`config.mk`:
```
export PLATFORM = sky130hd
export DESIGN_NAME = val2_gen_pipe
export DESIGN_NICKNAME = d
export VERILOG_FILES = /design/src/rtl/val2_gen_pipe.sv
export SDC_FILE = /design/constraint.sdc
export NUM_CORES = 1
export LEC_CHECK = 0
export BUFFER_PORTS_ARGS = -buffer_cell sky130_fd_sc_hd__buf_2
export CORE_MARGIN = 5
export CORE_UTILIZATION = 30
export CTS_BUF_LIST = sky130_fd_sc_hd__clkbuf_8
export DETAILED_ROUTE_END_ITERATION = 12
export SETUP_SLACK_MARGIN = 0.5
export SYNTH_ARGS = -nofsm -noshare
export SYNTH_HDL_FRONTEND = slang
export SYNTH_SLANG_ARGS = --single-unit
export TNS_END_PERCENT = 5
```
`constraint.sdc`:
```
create_clock -name clk -period 8.05 [get_ports clk]
set_clock_uncertainty 0.1 [all_clocks]
set_input_delay 0.805 -clock clk [delete_from_list [all_inputs] [get_ports clk]]
set_output_delay 0.805 -clock clk [all_outputs]
set_load 0.01 [all_outputs]
```
`src/rtl/val2_gen_pipe.sv`:
```
// val2_gen_pipe: two-stage ARM operand-2 generator (val2 and shifter carry) with valid/ready handshake.
module val2_gen_pipe #(
    parameter int WIDTH = 32,
    parameter int AMT_W = 8
) (
    input  logic             clk,
    input  logic             rst_n,
    input  logic             in_valid,
    output logic             in_ready,
    input  logic [11:0]      shift_operand,
    input  logic             imm,
    input  logic             mem_read,
    input  logic             mem_write,
    input  logic [WIDTH-1:0] rm_val,
    input  logic [WIDTH-1:0] rs_val,
    input  logic             c_in,
    output logic             out_valid,
    input  logic             out_ready,
    output logic [WIDTH-1:0] val2,
    output logic             carry_out
);
    localparam int LW = $clog2(WIDTH);
    localparam int NW = AMT_W > LW + 1 ? AMT_W : LW + 1;

    logic             s1_valid, s1_imm, s1_mem, s1_c, s2_adv, sh_c, nc, unused_rs;
    logic [11:0]      s1_op;
    logic [WIDTH-1:0] s1_rm, rr, imm_v, sh_v, nv;
    logic [AMT_W-1:0] s1_rs;
    logic [NW-1:0]    n;
    logic [LW-1:0]    r;
    logic [WIDTH:0]   lx, rx, ax;
    logic [1:0]       t;
    logic [4:0]       amt;

    function automatic logic [WIDTH-1:0] ror(input logic [WIDTH-1:0] v, input logic [LW-1:0] k);
        return (v >> k) | (v << (WIDTH - int'(k)));
    endfunction

    assign unused_rs = ^rs_val[WIDTH-1:AMT_W];
    assign s2_adv    = !out_valid || out_ready;
    assign in_ready  = !s1_valid || s2_adv;

    // LSR/ASR #0 encode a full-width shift, so they reuse the register-shift path with n=WIDTH
    always_comb begin
        t     = s1_op[6:5];
        amt   = s1_op[11:7];
        n     = s1_op[4] ? NW'(s1_rs) : (amt == 5'd0 && (t == 2'b01 || t == 2'b10)) ? NW'(WIDTH) : NW'(amt);
        r     = LW'(n);
        lx    = {1'b0, s1_rm} << n;
        rx    = {s1_rm, 1'b0} >> n;
        ax    = $signed({s1_rm, 1'b0}) >>> n;
        rr    = ror(s1_rm, r);
        sh_v  = s1_rm;
        sh_c  = s1_c;
        if (!s1_op[4] && amt == 5'd0 && t == 2'b11) begin
            sh_v = {s1_c, s1_rm[WIDTH-1:1]};
            sh_c = s1_rm[0];
        end else if (n != '0) begin
            case (t)
                2'b00:   {sh_c, sh_v} = lx;
                2'b01:   {sh_v, sh_c} = rx;
                2'b10:   {sh_v, sh_c} = ax;
                default: {sh_c, sh_v} = (r == '0) ? {s1_rm[WIDTH-1], s1_rm} : {rr[WIDTH-1], rr};
            endcase
        end
        imm_v = ror({{(WIDTH-8){1'b0}}, s1_op[7:0]}, LW'({s1_op[11:8], 1'b0}));
        nv    = s1_mem ? {{(WIDTH-12){1'b0}}, s1_op} : s1_imm ? imm_v : sh_v;
        nc    = s1_mem ? s1_c : s1_imm ? ((s1_op[11:8] == 4'd0) ? s1_c : imm_v[WIDTH-1]) : sh_c;
    end

    always_ff @(posedge clk or negedge rst_n) begin
        if (!rst_n) begin
            s1_valid  <= 1'b0;
            s1_imm    <= 1'b0;
            s1_mem    <= 1'b0;
            s1_c      <= 1'b0;
            s1_op     <= '0;
            s1_rm     <= '0;
            s1_rs     <= '0;
            out_valid <= 1'b0;
            val2      <= '0;
            carry_out <= 1'b0;
        end else begin
            if (in_ready) s1_valid <= in_valid;
            if (in_ready && in_valid) begin
                s1_imm <= imm;
                s1_mem <= mem_read || mem_write;
                s1_c   <= c_in;
                s1_op  <= shift_operand;
                s1_rm  <= rm_val;
                s1_rs  <= rs_val[AMT_W-1:0];
            end
            if (s2_adv) out_valid <= s1_valid;
            if (s2_adv && s1_valid) begin
                val2      <= nv;
                carry_out <= nc;
            end
        end
    end
endmodule
```
**After elaboration in Yosys (flattened, before gate mapping)**

Index checks and enable logic that the tools add are counted.

- Bits in registers: 90
- Latch bits: 0
- Bits in writable memories: 0
- ROM bits: 0
- Input port bits: 84
- Output and inout bits: 35
- Memories: 0

- Add/subtract/negate cells: 2
- $mul: 0
- Div/mod/pow operators: 0
- $lt $le $gt $ge: 0
- Equal/unequal tests: 3
- Shifts and indexed selects: 7
- Muxes and demuxes: 14
- Bitwise operators: 2
- Reductions and logical operators: 17

Operators by type and width:

| cell | number |
|---|---|
| 2-to-1 mux 32 bit | 4 |
| one-hot mux 32 bit (3 select lines) | 1 |
| OR 32 bit | 2 |
| 2-to-1 mux 33 bit | 1 |
| left shift 32 x 8 -> 33 bit | 1 |
| >> shifter 33 x 8 -> 33 bit | 1 |
| >>> shifter 33 x 8 -> 33 bit | 1 |
| left shift 32 x 32 -> 32 bit | 1 |
| left shift 8 x 32 -> 32 bit | 1 |
| >> shifter 32 x 5 -> 32 bit | 1 |
| >> shifter 8 x 5 -> 32 bit | 1 |
| subtractor 6 x 5 -> 7 bit (first input constant) | 2 |
| logical NOT 5 bit | 2 |
| 2-to-1 mux 8 bit | 1 |
| nonzero test 8 bit | 1 |
| 2-to-1 mux 6 bit | 1 |
| logical AND 1 bit | 5 |
| 2-to-1 mux 1 bit | 5 |
| == test 2 bit (second input constant) | 2 |
| logical NOT 4 bit | 1 |
| logical OR 1 bit | 4 |
| logical NOT 1 bit | 3 |
| one-hot mux 1 bit (3 select lines) | 1 |
| == test 2 x 1 -> 1 bit (second input constant) | 1 |
| logical NOT 2 bit | 1 |

**Depth between registers and ports, before layout**

Gate-level depths: netlist of the first run.

- Depth after elaboration: 14
- Gate-level depth with buffers: 16

**Least setup slack after synthesis of the first run**

No wires, ideal clock.

- Kind: reg-to-reg
- From: register s1_op[4]
- To: register val2[28]
- Setup time: 0.126 ns
- Arrival time: 3.539 ns
- Data required time: 7.824 ns
- Setup slack: 4.285 ns
- Cell stages (with the launch flop): 17
- Path buffers: 6
- Cells stage by stage: dfrtp_1 > buf_6 > buf_6 > mux2_2 > inv_1 > buf_2 > buf_1 > buf_1 > ha_1 > clkbuf_1 > nand2_1 > a21boi_1 > o21ai_1 > a21oi_1 > o21a_1 > o211a_1 > a221o_1

- Cells in the longest elaborated chain, start to end: 10
- Elaborated cells on any way between the ends: 22
- Those cells by class: add/sub (1); shift (7); mux (7); bitwise (2); reduce/logical (5)

RTL lines:

| element | line | source |
|---|---|---|
| from (decl) | 26 | `logic [11:0] s1_op;` |
| from (signal assigned) | 89 | `s1_op <= shift_operand;` |
| 2-to-1 mux 8 bit | 47 | `n = s1_op[4] ? NW'(s1_rs) : (amt == 5'd0 && (t == 2'b01 \|\| t == 2'b10)) ? NW'(WIDTH) : NW'(amt);` |
| subtractor 6 x 5 -> 7 bit | 36 | `return (v >> k) \| (v << (WIDTH - int'(k)));` |
| left shift 32 x 32 -> 32 bit | 36 |  |
| OR 32 bit | 36 |  |
| 2-to-1 mux 33 bit | 63 | `default: {sh_c, sh_v} = (r == '0) ? {s1_rm[WIDTH-1], s1_rm} : {rr[WIDTH-1], rr};` |
| one-hot mux 32 bit (3 select lines) | 59 | `case (t)` |
| 2-to-1 mux 32 bit | 58 | `end else if (n != '0) begin` |
| 2-to-1 mux 32 bit | 55 | `if (!s1_op[4] && amt == 5'd0 && t == 2'b11) begin` |
| 2-to-1 mux 32 bit (*) (2 in series) | 67 | `nv = s1_mem ? {{(WIDTH-12){1'b0}}, s1_op} : s1_imm ? imm_v : sh_v;` |
| to (signal assigned) | 95 | `val2 <= nv;` |
| to (decl) | 19 | `output logic [WIDTH-1:0] val2,` |

Mark *: on every way between the ends. The rest lies on a longest branch, timed or not.
A chain may end at the register's enable or synchronous reset.

**Final worst setup path of the first run**

- From: register s1_op[10]
- To: register val2[15]

- Cells in the longest elaborated chain, start to end: 13
- Elaborated cells on any way between the ends: 25
- Those cells by class: add/sub (2); shift (7); mux (8); bitwise (2); reduce/logical (6)

RTL lines:

| element | line |
|---|---|
| logical NOT 5 bit | 47, 55 |
| logical AND 1 bit | 47 |
| 2-to-1 mux 6 bit | 47 |
| 2-to-1 mux 8 bit | 47 |
| subtractor 6 x 5 -> 7 bit | 36 |
| left shift 32 x 32 -> 32 bit | 36 |
| OR 32 bit | 36 |
| 2-to-1 mux 33 bit | 63 |
| one-hot mux 32 bit (3 select lines) | 59 |
| 2-to-1 mux 32 bit | 58 |
| 2-to-1 mux 32 bit | 55 |
| 2-to-1 mux 32 bit (*) (2 in series) | 67 |

Marked as above.

==> implementation parameters, run 1 <==
Parameter                              Value

Critical path
  Type of destination of the critical path ... flop
  Type of element launching the critical path ... flop
  Crit Path Category ... reg -> reg
  Required @ worst endpoint ... 8.30 ns
  Largest driver fanout on the critical path ... 20
  CP Data Arrival Time ... 5.78 ns

CTS
  CTS Buf Count ... 9
  Clock tree from TritonCTS ... built
  Clock-pin slew reported for the worst setup and hold paths after clock tree synthesis ... 0.12 ns
  Post-cts repair resize count ... 0
  Number of buffers inserted for hold repair after clock tree synthesis ... 0
  Postcts setup bufs ... 0
  H-tree levels ... 3
  Latest clock arrival within the worst-skew pair ... 0.46 ns
  CTS max path bufs ... 2
  Clock tree root driver cell ... clkbuf_8
  Clock Sink Count ... 90

Drt
  Post-detailed-route via-to-cell ratio ... 7.07
  Drt pass-1 iters ... 5
  Count of vias placed by the detailed router ... 16263
  Routed WL per cell ... 37.0 um
  Violation count after the first detailed-route iteration ... 2568
  Final wirelength ... 85100 um
  Number of nets with antenna violations after routing ... 0
  Number of remaining DRC errors ... 0

Placement
  Placer Congestion ... 1.03
  Hpwl dp ... 64000 um
  Setup slack after placement ... 2.84 ns
  Count of buffers inserted at the top-level ports ... 94

Min path
  Class of the tightest hold or removal check ... in -> async

Pwr
  Worst VDD drop ... 0.134 mV
  Power Density ... 304 nW/um^2
  Leak Pwr ... 5.60 nW

Synth
  YS warnings ... 0
  Share of the synthesized area in the top cell type ... 0.167
  Proportion of synthesized flip-flops having asynchronous set or reset ... 1.00
  Most frequent cells after synthesis ... 197 x nand2_1, 146 x a21oi_1, 137 x mux2i_1
  Post-Synthesis Cell Area ... 13500 um^2
  Area contributors post-synth ... dfrtp_1 17%, mux2i_1 10%, mux4_2 8.5%
  Primary FF master, synth ... dfrtp_1
  Most frequently used cell type in the post-synthesis netlist ... nand2_1
  Post-synth top area cell ... dfrtp_1
  Instance count of the mapped netlist ... 1731
  EDFF count, synth ... 0
  Seq/Total Area, Yosys ... 0.167
  Post-synthesis area per instance ... 7.80 um^2
  Register bit total from synthesis ... 90
  Number of unique standard cell types used by synthesis ... 91
  Nets in the synthesized netlist ... 1822

Timing
  Slew @ Worst Pin ... 1.26 ns
  Worst slew margin relative to its limit ... 0.151
  Setup ws final ... 2.52 ns
  Timing-limited maximum frequency ... 181 MHz
  Setup Total Neg Slack ... 0 ns
  Unrepaired setup endpoints after global routing ... false
  Ratio of final minimum period to clock period ... 0.687
  Total count of max-transition violations in the final report ... 0
  Final critical path time including I/O delays and setup ... 5.53 ns
  Hold Fails Final Rpt ... 0
  Final Setup Violations ... 0

Finish
  Layout overhead on the synthesized area ... 7.94%
  Share of cells above drive strength 1 ... 0.200
  Layout net count ... 1795
  Number of diodes added for antenna fixing ... 0

Floorplanning
  Area of the placeable core ... 44300 um^2
  Die Ht ... 222 um
  Die X-Extent ... 222 um
  DIE AREA ... 49300 um^2
  Standard-cell row count ... 77
  Starting density of the core ... 0.305
  # IOs ... 119

Global routing
  Gr usage total ... 0.331
  First-pass GRT wire length ... 119000 um
  Initial antenna violation count ... 3
  Pin count of the biggest net entering global routing ... 62
  GRT Residual Overflow ... 0
  Vias in the first global route ... 15088

Status
  Status ... finished clean

Job
  # Max-Cap Violations ... 0
-- power breakdown --
group          switching [mW]  leakage, nW  total [mW]  internal, mW
clock                   0.204        0.106       0.379         0.174
sequential              0.249         1.08       0.791         0.542
combinational            2.23         4.42        3.26          1.04
total                    2.68         5.60        4.43          1.75
-- area by class of cell --
class | instances | area (um^2)
clock buffers | 9 | 124
clock inverters | 6 | 90.1
fillers | 4809 | 29700
inverters | 22 | 82.6
multi-input cells | 1426 | 10300
flip-flops and latches | 90 | 2250
well taps | 592 | 741
repair buffers | 155 | 931
-- placed cells by master, fill, tap and decap left out, types with 37 or more instances in the layout --
master and instances:
a211oi_1 41, a21oi_1 146, a31oi_1 37, buf_2 93, buf_4 62, dfrtp_1 89, mux2_2 85, mux2i_1 135
mux4_2 51, nand2_1 196, nand3_1 44, nor2_1 114, nor3_1 57, o21ai_0 96
-- path summary, 6_finish.rpt --
check,start,endpoint,slack (ns),cells past startpoint
setup / recovery,s1_op[10],val2[15],2.52,11
hold / removal,rst_n,s1_rm[21],0.18,1
setup reg to reg,s1_op[10],val2[15],2.52,11
hold reg to reg,val2[24],val2[24],0.39,2
max in group asynchronous,rst_n,val2[14],6.43,2
min in group clk,val2[24],val2[24],0.39,2
-- state kept, by name, indices dropped and copies added, names as in the netlist --
name       flops
val2          32
s1_mem         1
carry_out      1
s1_op         12
s1_imm         1
s1_rm         32
s1_valid       1
s1_rs          8
out_valid      1
s1_c           1
-- routing by layer --
| metal | up-vias | GRT usage | wire (um) |
|---|---|---|---|
| met2 | 1249 | 0.493 | 36000 |
| met3 | 255 | 0.0724 | 9240 |
| met1 | 8113 | 0.452 | 34200 |
| met4 | 4 | 0.167 | 5670 |
| met5 | - | 0 | 21 |
| li1 | 6642 | - | - |
-- stage by stage --
stage / area [um^2] / total power [mW] / hold slack (ns) / instances / utilization
after global placement: 14400 / 3.92 / 0.363 / 2285 / 0.324
after detailed placement: 14400 / 3.90 / 0.367 / 2285 / 0.324
after CTS: 14600 / 4.29 / 0.165 / 2300 / 0.329
after floorplan: 13500 / 2.61 / 0.371 / 1731 / -
after global routing: 14600 / 4.55 / 0.205 / 2300 / 0.329
final: 14600 / 4.43 / 0.182 / 2300 / 0.329
-- kinds of logic after synthesis --
group	count (synthesis)	synth area share
compound gates	613	0.308
simple gates	522	0.178
mux	280	0.266
buf+inv	215	0.0712
flops	90	0.167
fa+ha+maj	7	0.00649
xor+xnor	4	0.00260
-- worst max-delay path, stage by stage, from the launching register on --
cell and delay, ns:
dfrtp_1 0.85, mux2_2 0.70, nor2_1 0.31, nand2_1 0.35, inv_2 0.21, ha_1 0.42
nand2_1 0.53, nand2_1 0.45, a222oi_1 0.79, o31ai_1 0.26, a22oi_1 0.30, o211ai_1 0.12
Note: power is estimated with default switching activity, not from simulation.
==> run 2: changes to the inputs <==
==> constraint.sdc (replaced) <==
create_clock -name clk -period 5.67 [get_ports clk]
set_clock_uncertainty 0.1 [all_clocks]
set_input_delay 0.567 -clock clk [delete_from_list [all_inputs] [get_ports clk]]
set_output_delay 0.567 -clock clk [all_outputs]
set_load 0.01 [all_outputs]
==> run 2 against run 1 <==
Against the previous run: sequential power is 44% higher; via count is 0.71% higher; clock power rose by 34%; combinational power is 46% higher; utilization rose by 0.83 points; final cell count grew 2.2%.
==> implementation parameters, run 2 (synthesized netlist as in run 1, its figures left out) <==
Parameter                              Value

Critical path
  CP Data Arrival Time ... 5.01 ns (-0.77 ns)
  Crit Path Category ... reg -> reg
  Required @ worst endpoint ... 5.99 ns (-2.31 ns)
  Type of destination of the critical path ... flop
  Largest driver fanout on the critical path ... 18 (-10%)
  Source of the worst register-to-register timing path ... s1_op[8]
  Startpoint of the worst setup timing path ... s1_op[8]
  Type of element launching the critical path ... flop

Job
  # Max-Cap Violations ... 0 (unchanged)

Drt
  Drt pass-1 iters ... 6 (+1)
  Routed WL per cell ... 37.1 um (+0.19%)
  Post-detailed-route via-to-cell ratio ... 6.97 (-1.5%)
  Count of vias placed by the detailed router ... 16378 (+0.71%)
  Final wirelength ... 87200 um (+2.4%)
  Number of nets with antenna violations after routing ... 0 (unchanged)
  Violation count after the first detailed-route iteration ... 2629 (+2.4%)
  Number of remaining DRC errors ... 0 (unchanged)

Placement
  Setup slack after placement ... 1.23 ns (-1.61 ns)
  Count of buffers inserted at the top-level ports ... 94 (unchanged)
  Number of instances in the placed design ... 2331 (+2.0%)
  Placer Congestion ... 1.04 (+0.93%)
  Hpwl dp ... 65800 um (+2.8%)

Timing
  Worst slew margin relative to its limit ... 0.178 (+0.0275)
  Ratio of final minimum period to clock period ... 0.828 (+0.140)
  Total count of max-transition violations in the final report ... 0 (unchanged)
  Setup ws final ... 0.976 ns (-1.54 ns)
  Final Setup Violations ... 0 (unchanged)
  Unrepaired setup endpoints after global routing ... false
  Hold Fails Final Rpt ... 0 (unchanged)
  Setup Total Neg Slack ... 0 ns (unchanged)
  Final critical path time including I/O delays and setup ... 4.69 ns (-0.839 ns)
  Slew @ Worst Pin ... 1.23 ns (-0.0362 ns)
  Timing-limited maximum frequency ... 213 MHz (+18%)

Global routing
  GRT Residual Overflow ... 0 (unchanged)
  Pin count of the biggest net entering global routing ... 57 (-8.1%)
  Gr usage total ... 0.340 (+0.00897)
  Vias in the first global route ... 15301 (+1.4%)
  First-pass GRT wire length ... 122000 um (+2.6%)
  Initial antenna violation count ... 1 (-2)

CTS
  Clock tree from TritonCTS ... built
  Clock tree root driver cell ... clkbuf_8
  Postcts setup bufs ... 0 (unchanged)
  CTS Buf Count ... 9 (unchanged)
  CTS max path bufs ... 2 (unchanged)
  Clock Sink Count ... 90 (unchanged)
  Clock-pin slew reported for the worst setup and hold paths after clock tree synthesis ... 0.11 ns (about the same)
  H-tree levels ... 3 (unchanged)
  Latest clock arrival within the worst-skew pair ... 0.47 ns (about the same)
  Post-cts repair resize count ... 0 (unchanged)

Finish
  Most frequent cells in the layout ... 196 x nand2_1, 146 x a21oi_1, 135 x mux2i_1, 113 x nor2_1, 107 x buf_4
  Largest registers in the final layout ... s1_rm x32, val2 x32, s1_op x12
  Share of cells above drive strength 1 ... 0.222 (+0.0213)
  Fillers ... 4766 (-0.89%)
  Most common cell after layout, fill and taps aside ... nand2_1
  Layout overhead on the synthesized area ... 10.7%
  Layout net count ... 1842 (+2.6%)
  Post-layout instance count excluding filler cells ... 2351 (+2.2%)

Pwr
  Worst VDD drop ... 0.160 mV (+20%)
  Power Density ... 429 nW/um^2 (+41%)
  Leak Pwr ... 5.82 nW (+3.9%)

Floorplanning
  # IOs ... 119 (unchanged)
  Standard-cell row count ... 77 (unchanged)
  DIE AREA ... 49300 um^2 (unchanged)
  Area of the placeable core ... 44300 um^2 (unchanged)
  Die Ht ... 222 um (unchanged)
  Die X-Extent ... 222 um (unchanged)
  Starting density of the core ... 0.305 (unchanged)

Min path
  Class of the tightest hold or removal check ... in -> reg
  Hold wc startpoint ... in_valid

Status
  Status ... finished clean
## run 2: metrics by stage
stage	area [um^2]	power (mW)	hold WS [ns]	utilization
CTS	14900	6.20	0.181	0.337
floorplan	13500	3.70	0.171	-
global route	14900	6.58	0.201	0.337
detailed placement	14700	5.67	0.380	0.332
finish	14900	6.41	0.205	0.337
global placement	14700	5.70	0.367	0.332
## run 2: repair_timing
item | CTS | global route
hold buffers | 1 | 0
setup endpoints to repair | 0 | 0
endpoints found under the hold margin | 34 | 0
## run 2: area by class of cell
class	count	area [um^2]	share of cell area
sequential	90	2250	0.151
timing repair buffer	202	1300	0.0869
multi-input combinational	1426	10400	0.693
tap	592	741	0.0496
clock inverter	6	65.1	0.00436
clock buffer	10	138	0.00921
antenna	3	7.51	0.000503
inverter	22	82.6	0.00553
## run 2: final timing paths
check | endpoint | slack (ns) | cells past startpoint
worst max-delay path | val2[1] | 0.98 | 11
worst min-delay path | s1_valid | 0.20 | 2
worst max register to register | val2[1] | 0.98 | 11
worst min register to register | val2[24] | 0.40 | 2
max in group asynchronous | val2[26] | 3.77 | 3
min in group asynchronous | s1_rm[29] | 0.51 | 2
## run 2: power breakdown
group	internal (mW)	total, mW	leakage [nW]	switching [mW]
sequential	0.769	1.14	1.08	0.367
combinational	1.58	4.77	4.65	3.19
clock	0.215	0.507	0.0964	0.292
## run 2: worst max-delay path, stage by stage, from the launching register on
cell and delay [ns]:
dfrtp_1 0.77, or3_1 0.58, nand2_1 0.16, nand2_1 0.27, inv_2 0.32, ha_1 0.50
nor2_1 0.55, nand3_1 0.28, o31ai_1 0.51, o31ai_1 0.15, o22ai_1 0.28, a21o_1 0.16
## run 2: per-layer routing
layer	GRT usage	wire length (um)	vias to the layer above
li1	-	-	6749
met1	0.459	34300	8058
met2	0.509	36900	1296
met3	0.0806	10100	275
met4	0.169	5870	0
met5	0	0	-
==> run 3: changes to the inputs <==
--- a/config.mk
+++ b/config.mk
@@ -5,6 +5,7 @@
 export SDC_FILE = /design/constraint.sdc
 export NUM_CORES = 1
 export LEC_CHECK = 0
+export ABC_AREA = 1
 export BUFFER_PORTS_ARGS = -buffer_cell sky130_fd_sc_hd__buf_2
 export CORE_MARGIN = 5
 export CORE_UTILIZATION = 30
==> constraint.sdc (replaced) <==
create_clock -name clk -period 4.4 [get_ports clk]
set_clock_uncertainty 0.1 [all_clocks]
set_input_delay 0.44 -clock clk [delete_from_list [all_inputs] [get_ports clk]]
set_output_delay 0.44 -clock clk [all_outputs]
set_load 0.01 [all_outputs]
==> run 3 against run 2 <==
Against the previous run: die area shrank 2.5%; first-iteration DRC count shrank 5.1%; combinational power grew 29%; area after synthesis is 2.6% lower; sequential share of layout area grew 0.50 points; total power grew 26%; fmax increased by 25%; setup slack got worse by 0.34 ns; global-route usage fell by 6.6 points; largest power group unchanged.
==> implementation parameters, run 3 <==
Parameter                              Value

Status
  Status ... finished clean

CTS
  Clock Sink Count ... 90 (unchanged)
  H-tree levels ... 3 (unchanged)
  CTS max path bufs ... 2 (unchanged)
  CTS Buf Count ... 9 (unchanged)
  Clock tree root driver cell ... clkbuf_8
  Clock-pin slew reported for the worst setup and hold paths after clock tree synthesis ... 0.10 ns (about the same)
  Latest clock arrival within the worst-skew pair ... 0.40 ns (-0.07 ns)
  Clock tree from TritonCTS ... built

Floorplanning
  Standard-cell row count ... 76 (-1.3%)
  Starting density of the core ... 0.304 (about the same)
  # IOs ... 119 (unchanged)
  Die Ht ... 219 um (-1.3%)
  Die X-Extent ... 219 um (-1.3%)
  Area of the placeable core ... 43200 um^2 (-2.6%)
  DIE AREA ... 48100 um^2 (-2.5%)

Pwr
  Worst VDD drop ... 0.272 mV (+70%)
  Leak Pwr ... 7.57 nW (+30%)
  Power Density ... 558 nW/um^2 (+30%)

Drt
  Number of remaining DRC errors ... 0 (unchanged)
  Routed WL per cell ... 21.6 um (-42%)
  Number of nets with antenna violations after routing ... 0 (unchanged)
  Count of vias placed by the detailed router ... 17867 (+9.1%)
  Drt pass-1 iters ... 7 (+1)
  Final wirelength ... 67800 um (-22%)
  Post-detailed-route via-to-cell ratio ... 5.68 (-19%)
  Violation count after the first detailed-route iteration ... 2494 (-5.1%)

Global routing
  Gr usage total ... 0.275 (-0.0658)
  GRT Residual Overflow ... 0 (unchanged)
  Vias in the first global route ... 16296 (+6.5%)
  Pin count of the biggest net entering global routing ... 96 (+68%)
  First-pass GRT wire length ... 101000 um (-17%)
  Initial antenna violation count ... 2 (+1)

Critical path
  Largest driver fanout on the critical path ... 27 (+9)
  Slowest-stage cell, CP ... o21ai_0
  Slowest cell delay on critical path ... 0.73 ns (-0.04 ns)
  Cells along the critical path ... inv_2, nand2_1, nand2_2, buf_4, nand2_1, o21ai_1, nand2_1, nand2_1, o21ai_0, nand4_1, o21ai_1, nor2_1, nand2_1, nand2_1, nand3_1, nand2_1, nand2_1, nand2_1, nand2_1
  Required @ worst endpoint ... 4.64 ns (-1.35 ns)
  Cell depth of the worst flop-to-flop path ... 19 (+8)
  Most Frequent Cell on Critical Path ... nand2_1
  Type of element launching the critical path ... flop
  Crit Path Category ... reg -> reg
  Type of destination of the critical path ... flop
  CP Data Arrival Time ... 4.00 ns (-1.01 ns)

Placement
  Count of buffers inserted at the top-level ports ... 94 (unchanged)
  Hpwl dp ... 52600 um (-20%)
  Placer Congestion ... 1.10 (+5.2%)

Synth
  Post-Synthesis Cell Area ... 13100 um^2 (-2.6%)
  Area contributors post-synth ... nand2_1 33%, dfrtp_1 17%, nand3_1 11%
  YS warnings ... 0 (unchanged)
  Proportion of synthesized flip-flops having asynchronous set or reset ... 1.00 (unchanged)
  Most frequent cells after synthesis ... 1148 x nand2_1, 289 x nand3_1, 193 x o21ai_0
  Number of unique standard cell types used by synthesis ... 46 (-49%)
  Nets in the synthesized netlist ... 2651 (+45%)
  Most frequently used cell type in the post-synthesis netlist ... nand2_1
  Share of the synthesized area in the top cell type ... 0.328 (+0.161)
  Register bit total from synthesis ... 90 (unchanged)
  Seq/Total Area, Yosys ... 0.171 (+0.00449)
  Instance count of the mapped netlist ... 2560 (+48%)
  Primary FF master, synth ... dfrtp_1
  Post-synthesis area per instance ... 5.13 um^2 (-34%)
  Post-synth top area cell ... nand2_1
  EDFF count, synth ... 0 (unchanged)

Timing
  Total count of max-transition violations in the final report ... 0 (unchanged)
  Post-Route Hold Slack ... 0.134 ns (-0.0711 ns)
  Final Setup Violations ... 0 (unchanged)
  Final critical path time including I/O delays and setup ... 3.77 ns (-0.929 ns)
  Setup Total Neg Slack ... 0 ns (unchanged)
  Unrepaired setup endpoints after global routing ... true
  Timing-limited maximum frequency ... 266 MHz (+25%)
  Ratio of final minimum period to clock period ... 0.856 (+0.0278)
  Hold Fails Final Rpt ... 0 (unchanged)
  Worst slew margin relative to its limit ... 0.200 (+0.0219)
  Slew @ Worst Pin ... 1.20 ns (-0.0285 ns)

Finish
  Most frequent cells in the layout ... 1147 x nand2_1, 289 x nand3_1, 193 x o21ai_0, 145 x inv_1, 127 x nor2_1
  Number of diodes added for antenna fixing ... 0 (-3)
  Share of cells above drive strength 1 ... 0.0835 (-0.138)
  Most common cell after layout, fill and taps aside ... nand2_1
  Layout net count ... 2648 (+44%)
  Largest registers in the final layout ... s1_rm x32, val2 x32, s1_op x12
  Layout overhead on the synthesized area ... 9.96%

Job
  # Max-Cap Violations ... 0 (unchanged)

Min path
  Class of the tightest hold or removal check ... in -> reg
  Worst Hold Path Cells ... 3 (+1)
==> run 3: power by group <==
part           switching, mW  internal [mW]
sequential             0.204           1.01
combinational           4.44           1.69
clock                  0.337          0.378
==> run 3: cell type report <==
class,instances,area (um^2)
Multi-Input combinational cell,2135,9530
Clock inverter,7,118
Tap cell,585,732
Inverter,162,608
Timing Repair Buffer,159,1090
Fill cell,5089,28700
Clock buffer,9,124
Sequential cell,90,2250
==> run 3: cells by family after synthesis <==
| group | after synthesis | share of synthesized area |
|---|---|---|
| xor+xnor | 1 | 0.000666 |
| fa+ha+maj | 7 | 0.00666 |
| compound gates | 518 | 0.217 |
| flops | 90 | 0.171 |
| mux | 2 | 0.00152 |
| buf+inv | 335 | 0.107 |
| simple gates | 1607 | 0.496 |
==> run 3: per-stage QoR <==
| step | worst slack [ns] | power (mW) | area, um^2 | util | std cells |
|---|---|---|---|---|---|
| final | 0.635 | 8.06 | 14500 | 0.335 | 3147 |
| after global routing | 0.420 | 8.62 | 14500 | 0.335 | 3147 |
| after CTS | 0.661 | 7.80 | 14400 | 0.334 | 3145 |
| after detailed placement | 0.675 | 7.06 | 14200 | 0.328 | 3128 |
| after global placement | 0.719 | 7.08 | 14200 | 0.328 | 3128 |
| after floorplan | 1.40 | 5.05 | 13100 | - | 2560 |
==> run 3: critical path, delay by kind of cell (launching register included) <==
kind | cells | cell delay, ns
flip-flops | 1 | 0.54
AND/OR/NAND/NOR | 14 | 1.64
buffers and inverters | 2 | 0.42
AO/OA/AOI/OAI | 3 | 1.01
==> run 3: final timing paths <==
kind	startpoint	slack (ns)	end
max	s1_op[4]	0.63	val2[25]
min	rs_val[5]	0.13	s1_rs[5]
max reg2reg	s1_op[4]	0.63	val2[25]
min reg2reg	val2[20]	0.38	val2[20]
max in group asynchronous	rst_n	3.05	s1_rm[19]
min in group asynchronous	rst_n	0.33	s1_rm[27]
==> run 3: routing by layer <==
metal,global-route usage,wire length [um],vias up
li1,-,-,8365
met1,0.363,26800,8076
met2,0.400,27600,1177
met3,0.0650,8110,247
met4,0.174,5400,2
met5,0,12,-
==> run 3: repair_timing <==
item | in CTS | in global routing
hold buffers | 1 | 0
hold endpoints to repair | 14 | 0
gates resized for setup | 0 | 1
endpoints found under the setup margin | 0 | 21
setup buffers | 0 | 2
